===== src/rtl/multiplier_controller_taint_track.sv =====
// Sequencing FSM for the taint-tracked shift-add multiplier: one LOAD cycle, then a fixed
// EXAM/SHIFT pair per multiplier bit, then a one-cycle DONE pulse. Strobes carry control taint.
module multiplier_controller_taint_track #(
  parameter int WIDTH = 1024
) (
  input  logic             clk,
  input  logic             reset,
  input  logic             start,
  input  logic             start_t,
  input  logic [WIDTH-1:0] multiplierReg,
  input  logic             multiplierReg_t,
  output logic             mdld,
  output logic             mrld,
  output logic             rsclear,
  output logic             mdld_t,
  output logic             mrld_t,
  output logic             rsclear_t,
  output logic             rsload,
  output logic             rsload_t,
  output logic             rsshr,
  output logic             rsshr_t,
  output logic             busy,
  output logic             done,
  output logic             done_t,
  output logic [2:0]       dbg_state_o,
  output logic             dbg_ctl_t_o
);

  localparam int SELW = $clog2(WIDTH);
  localparam int IDXW = SELW + 1;
  localparam logic [IDXW-1:0] LAST_IDX = IDXW'(WIDTH - 1);

  typedef enum logic [2:0] {
    S_IDLE  = 3'd0,
    S_LOAD  = 3'd1,
    S_EXAM  = 3'd2,
    S_SHIFT = 3'd3,
    S_DONE  = 3'd4
  } state_t;

  state_t          state_q;
  logic [IDXW-1:0] idx_q;
  logic            ctl_t_q;

  // Handshake: start is a level request with no ready; it is sampled only in IDLE and
  // dropped in every other state, so a request arriving while busy is simply lost.
  always_ff @(posedge clk) begin
    if (reset) begin
      state_q <= S_IDLE;
      idx_q   <= '0;
      ctl_t_q <= 1'b0;
    end else begin
      case (state_q)
        S_IDLE: begin
          if (start) begin
            state_q <= S_LOAD;
            idx_q   <= '0;
            ctl_t_q <= start_t;
          end
        end
        S_LOAD:  state_q <= S_EXAM;
        S_EXAM:  state_q <= S_SHIFT;
        S_SHIFT: begin
          if (idx_q == LAST_IDX) begin
            state_q <= S_DONE;
          end else begin
            idx_q   <= idx_q + 1'b1;
            state_q <= S_EXAM;
          end
        end
        S_DONE:  state_q <= S_IDLE;
        default: state_q <= S_IDLE;
      endcase
    end
  end

  logic in_load, in_exam, in_shift, in_done;

  assign in_load  = (state_q == S_LOAD);
  assign in_exam  = (state_q == S_EXAM);
  assign in_shift = (state_q == S_SHIFT);
  assign in_done  = (state_q == S_DONE);

  assign mdld    = in_load;
  assign mrld    = in_load;
  assign rsclear = in_load;
  // EXAM and SHIFT are distinct states, so rsload and rsshr can never overlap.
  assign rsload  = in_exam && multiplierReg[idx_q[SELW-1:0]];
  assign rsshr   = in_shift;
  assign done    = in_done;
  assign busy    = (state_q != S_IDLE);

  assign mdld_t    = in_load && ctl_t_q;
  assign mrld_t    = in_load && ctl_t_q;
  assign rsclear_t = in_load && ctl_t_q;
  // Only the add decision reads multiplier data; schedule timing never does.
  assign rsload_t  = in_exam && (ctl_t_q || multiplierReg_t);
  assign rsshr_t   = in_shift && ctl_t_q;
  assign done_t    = in_done && ctl_t_q;

  assign dbg_state_o = state_q;
  assign dbg_ctl_t_o = ctl_t_q;

endmodule


===== config.mk =====
export PLATFORM = sky130hd
export DESIGN_NAME = multiplier_controller_taint_track
export DESIGN_NICKNAME = d
export VERILOG_FILES = /design/src/rtl/multiplier_controller_taint_track.sv
export SDC_FILE = /design/constraint.sdc
export NUM_CORES = 1
export LEC_CHECK = 0
export CAP_MARGIN = 20
export CORE_AREA = 2 2 411 413
export CTS_CLUSTER_DIAMETER = 60
export CTS_CLUSTER_SIZE = 40
export DETAILED_ROUTE_END_ITERATION = 16
export DIE_AREA = 0 0 413 415
export PLACE_DENSITY = 0.3
export SYNTH_ARGS = -nofsm -noshare
export SYNTH_HDL_FRONTEND = slang
export SYNTH_SLANG_ARGS = --single-unit

===== constraint.sdc =====
create_clock -name clk -period 5.8 [get_ports clk]
set_input_delay 1.16 -clock clk [delete_from_list [all_inputs] [get_ports clk]]
set_output_delay 1.16 -clock clk [all_outputs]
set_load 0.1 [all_outputs]

---- Word-level counts from Yosys, hierarchy flattened ----
Cells that the tools add are included.
W data, S select, Z words.
cells by class
  add/sub/neg operators ................... 1
  $mul .................................... 0
  div/mod/pow operators ................... 0
  magnitude comparators ................... 1
  eq/ne operators ......................... 7
  shifts and indexed selects .............. 0
  mux-type cells .......................... 8
  bitwise logic cells ..................... 0
  reduce and logical (&&, ||, !) cells .... 11
operators with widths
  operator                 number
  $mux W11                 2
  $pmux W11 S2             1
  $pmux W3 S4              1
  $add A11 B1 Y11 const B  1
  $eq A11 B10 Y1 const B   1
  $lt A10 B11 Y1 const B   1
  $bmux W1 S10             1
  $eq A3 B2 Y1 const B     2
  $mux W3                  2
  $logic_and A1 B1 Y1      5
  $ne A2 B2 Y1 const B     2
  $eq A3 B1 Y1 const B     1
  $eq A3 B3 Y1 const B     1
  $logic_not A3 Y1         1
  $reduce_and A3 Y1        1
  $reduce_bool A3 Y1       1
  $reduce_and A2 Y1        1
  $reduce_bool A2 Y1       1
  $logic_or A1 B1 Y1       1
  $mux W1                  1
storage, ports and cells
  bits in registers ....................... 15
  latch bits .............................. 0
  RAM bits ................................ 0
  memory bits (read-only) ................. 0
  output and inout port bits .............. 17
  logic and storage cells ................. 31
  memories kept ........................... 0

---- Longest topological paths before layout ----
Gate-level depths: netlist (run 1).
  depth after elaboration ................. 3
  mapped depth ............................ 14

---- Worst setup path before layout (run 1) ----
No wires, ideal clock.
  path type ............................... reg2out
  start point ............................. register state_q[0], in the netlist dbg_state_o[0]
  end point ............................... output port mrld_t
  data arrival time ....................... 4.896 ns
  setup slack ............................. -0.256 ns
  cell stages (with the launch flop) ...... 4
  cell sequence ........................... dfxtp_1 > nor3b_1 > and2_1 > buf_4
on the way
  cells in the longest elaborated chain, start to end .. 2
ends and longest elaborated chain
  what                      line  text
  start: declaration        41    state_t state_q;
  start signal: assignment  49    state_q <= S_IDLE;
  start signal: assignment  56    state_q <= S_LOAD;
  start signal: assignment  61    S_LOAD: state_q <= S_EXAM;
  $eq A3 B1 Y1              79    assign in_load = (state_q == S_LOAD);
  named net mdld            12    output logic mdld,
  $logic_and A1 B1 Y1       -
  end: declaration          16    output logic mrld_t,
The timed path passes the listed nets, and every way through them passes these cells.

---- Worst setup path in the final report (run 1) ----
  start point ............................. register idx_q[1]
  end point ............................... output port rsload
on the way
  cells in the longest elaborated chain, start to end .. 3
ends and longest elaborated chain
  what                           line  text
  start: declaration             42    logic [IDXW-1:0] idx_q;
  start signal: assignment       67    idx_q <= idx_q + 1'b1;
  $bmux W1 S10                   88    assign rsload = in_exam && multiplierReg[idx_q[SELW-1:0]];
  $mux W1 (implied by the code)  88
  $logic_and A1 B1 Y1            88
  end: declaration               18    output logic rsload,
Every way passes these cells. The select of a mux whose other input is x is not followed.

==> flow_summary_export.csv, run 1 <==
group,metric,value,unit
job,cap_violations,0,
critical_path,crit_type,"flop to output port",
placement,post-place-ws,97.5,ps
sta,finClkSkew,4.32,ps
logic_synthesis,async_reset_ff_share,0,%
sta,layout_worst_path_cycle_share,96.3,%
routing,drt_iter0_drc,605,
pwr,vdd_ir_drop_max,63.4,µV
global_routing,antenna_found_initial,31,
floorplan,die_h,415,µm
global_routing,grt-ovfl-total,0,
cells_and_area,nFillCells,18800,
critical_path,r2r_start,"idx_q[3]",
sta,setup_viol,0,
sta,max_freq,0.179,GHz
cts,clock_sinks,15,
floorplan,pin_count,1046,
placement,dp_hpwl,109000,µm
cts,cts_setup_buffers,0,
pwr,internal-power,0.00125,W
sta,hold_viol_final,0,
routing,drtAntennaViolNets,0,
routing,vias,12700,
worst_hold_path,hold_path.class,"flop to flop",
pwr,pwr-share-comb,86.7,%
cts,cts.path.max_buffers,2,
cts,cts_tree,"yes",
floorplan,fp.dieArea,171000,µm²
cts,clk_latency,260,ps
cts,cts_resized,0,
sta,rsz0062_at_grt,"false",
sta,timing.final.ws_setup,213,ps
placement,gp_congestion,0.942,
floorplan,num_rows,150,
cts,worst_setup_hold_path_clk_slew,50,ps
placement,portBuffers,1045,
logic_synthesis,synth_edf_count,0,
sta,fin_setup_tns,0,ps
critical_path,critPathRequiredTime,4640,ps
sta,fin_crit,5590,ps
logic_synthesis,syn_inst,740,
logic_synthesis,ys_types,69,
cells_and_area,fin_cells,3976,
logic_synthesis,syn_nets,1770,
pwr,seq_power_share,6.1,%
cells_and_area,layout_common_cells,"1,044 x clkdlybuf4s50_1, 230 x mux4_2, 67 x mux2i_1, 67 x buf_4, 31 x nor2_1",
cts,holdBufCountCts,0,
critical_path,crit_fanout,34,
logic_synthesis,synth-seq-cells,15,
pwr,p_leak,6.90,nW
cells_and_area,syn_to_final_growth,144,%
critical_path,cp.arrival,4430,ps
cells_and_area,final_core_util,13.6,%
floorplan,initial_core_util,5.57,%
sta,max_slew_margin,28.7,%
global_routing,grt_pass1_wl,153000,µm
placement,placed_cells,3966,
logic_synthesis,synth_top_flop_cell,"dfxtp_1",
logic_synthesis,synth.yosys.seq_area_share,3.23,%
sta,drv_slew,0,
sta,tightest_slew,1070,ps
worst_hold_path,hold_depth,2,
critical_path,end_kind,"output port",
critical_path,r2r_cells,10,
critical_path,cp-startpoint,"idx_q[1]",
routing,drc,0,
routing,wl_per_cell,30.7,µm
floorplan,core,167000,µm²
critical_path,crit_chain,"buf_4 > buf_4 > mux4_2 > mux4_2 > nor3b_1 > nor4_1 > a211oi_1 > o211ai_2 > o21ai_2 > buf_12",
pwr,switching_share,36.2,%
routing,totalWireLength,122000,µm
logic_synthesis,syn-cell-area,9290,µm²
critical_path,startpoint_type,"flop",
cts,htreeDepth,1,
floorplan,die_x,413,µm
cts,cts_made_buffers,3,
cts,cts_root_buffer,"clkbuf_16",
cells_and_area,final_nets,2797,
global_routing,grt_max_degree,59,
cells_and_area,layout-drive-gt1-share,19.9,%
routing,vias_per_cell,3.18,
global_routing,first_global_vias,14600,
cells_and_area,multi_input_area,8380,µm²
logic_synthesis,yosysWarnings,0,
global_routing,grtUsageTotal,13.6,%
critical_path,cpMaxStageDelayCell,"dfxtp_4",
status,status,"finished, final reports clean",
cells_and_area,layout_commonest_cell,"clkdlybuf4s50_1",
pwr,p_clk_share,7.2,%
pwr,powerDensity,86.1,nW/µm²
routing,drt-pass1-iter-count,5,
critical_path,cp_slowest_stage_delay,720,ps
worst_hold_path,hp-start,"idx_q[10]",
cells_and_area,regArea,318,µm²
logic_synthesis,syn_area_per_cell,12.6,µm²
pwr,p_switching,0.000707,W
[synth_stat cells (all sizes together), types with 2 or more instances]
cell type,n,area [µm²]
a2111oi,4,35.0
a211oi,10,75.1
a21o,3,22.5
a21oi,28,140
a221oi,19,173
a222oi,2,20.0
a22o,4,35.0
a22oi,27,203
a311oi,2,17.5
a31oi,6,37.5
a32oi,2,17.5
and2,9,56.3
and3,3,18.8
and3b,3,26.3
buf,66,514
clkbuf,32,130
dfxtp,15,300
inv,5,18.8
mux2,12,135
mux2i,67,671
mux4,247,5630
nand2,23,86.3
nand2b,4,25.0
nand3,13,70.1
nor2,32,120
nor2b,6,37.5
nor3,8,40.0
nor3b,4,30.0
nor4,3,18.8
nor4b,2,17.5
o211ai,8,65.1
o21ai,23,119
o221ai,6,52.6
o22ai,7,50.1
o31ai,2,15.0
or2,4,25.0
or3,4,25.0
or4,2,15.0
xnor2,5,43.8
xor2,3,26.3
[per-stage QoR]
step | instance area (µm²) | total power, W | hold slack, ps
floorplan | 9290 | 0.000770 | 449
global placement | 22600 | 0.00187 | 469
detailed placement | 22600 | 0.00187 | 492
CTS | 22700 | 0.00203 | 500
global route | 22700 | 0.00207 | 537
finish | 22700 | 0.00195 | 506
[per-layer routing]
metal	share of wire (%)	GRT usage [%]	vias up	wire, µm
met5	0.061	0	-	74
met4	0.57	0.881	12	701
met3	4.8	1.53	42	5900
met2	54	26.4	615	66400
met1	40	16.3	6584	48800
li1	-	-	5407	-
[area by class of cell]
| type | count | area share (%) |
|---|---|---|
| inverter | 6 | 0.105 |
| clock buffer | 3 | 0.331 |
| clock inverter | 1 | 0.0220 |
| antenna | 6 | 0.0661 |
| tap | 2204 | 12.1 |
| timing repair buffer | 1120 | 49.0 |
| sequential | 15 | 1.40 |
| multi-input combinational | 621 | 36.9 |
[power groups by stage]
stage | sequential (W) | clock [W] | combinational [W]
final | 0.000119 | 0.000141 | 0.00169
after global routing | 0.000122 | 0.000147 | 0.00180
after CTS | 0.000122 | 0.000143 | 0.00176
after detailed placement | 0.000124 | 0 | 0.00175
after global placement | 0.000124 | 0 | 0.00174
after floorplan | 0.000122 | 0 | 0.000648
[flip-flops by register name (all words and copies together), names as in the netlist]
register,cells
dbg_ctl_t_o,1
dbg_state_o,3
idx_q,11
[kinds of logic after synthesis]
group	Yosys count	synth area share (%)
buffers and inverters	104	7.18
adder cells (fa/ha/maj)	1	0.135
XOR/XNOR	8	0.754
AO/OA/AOI/OAI	162	12.5
multiplexers	326	69.2
AND/OR/NAND/NOR	124	6.92
flip-flops	15	3.23
[worst max-delay path: cells and delay by family, from the launching register on]
kind                   cells  cell delay (ps)
flip-flops                 1              720
AO/OA/AOI/OAI              3              480
AND/OR/NAND/NOR            2              940
buffers and inverters      3              980
multiplexers               2              980
[worst paths after layout]
| check | end | slack [ps] |
|---|---|---|
| min reg2reg | idx_q[10] | 510 |
| max reg2reg | idx_q[8] | 2300 |
| min | idx_q[10] | 510 |
| max | rsload | 210 |
No activity file was read; power rests on OpenSTA's default activity.
==> run 2: changes to the inputs <==
--- a/config.mk
+++ b/config.mk
@@ -7,6 +7,7 @@
 export LEC_CHECK = 0
 export CAP_MARGIN = 20
 export CORE_AREA = 2 2 411 413
+export CTS_BUF_LIST = sky130_fd_sc_hd__clkbuf_16
 export CTS_CLUSTER_DIAMETER = 60
 export CTS_CLUSTER_SIZE = 40
 export DETAILED_ROUTE_END_ITERATION = 16
==> results of run 2 <==
No change in the layout: final DEF, timing and power equal those of run 1.
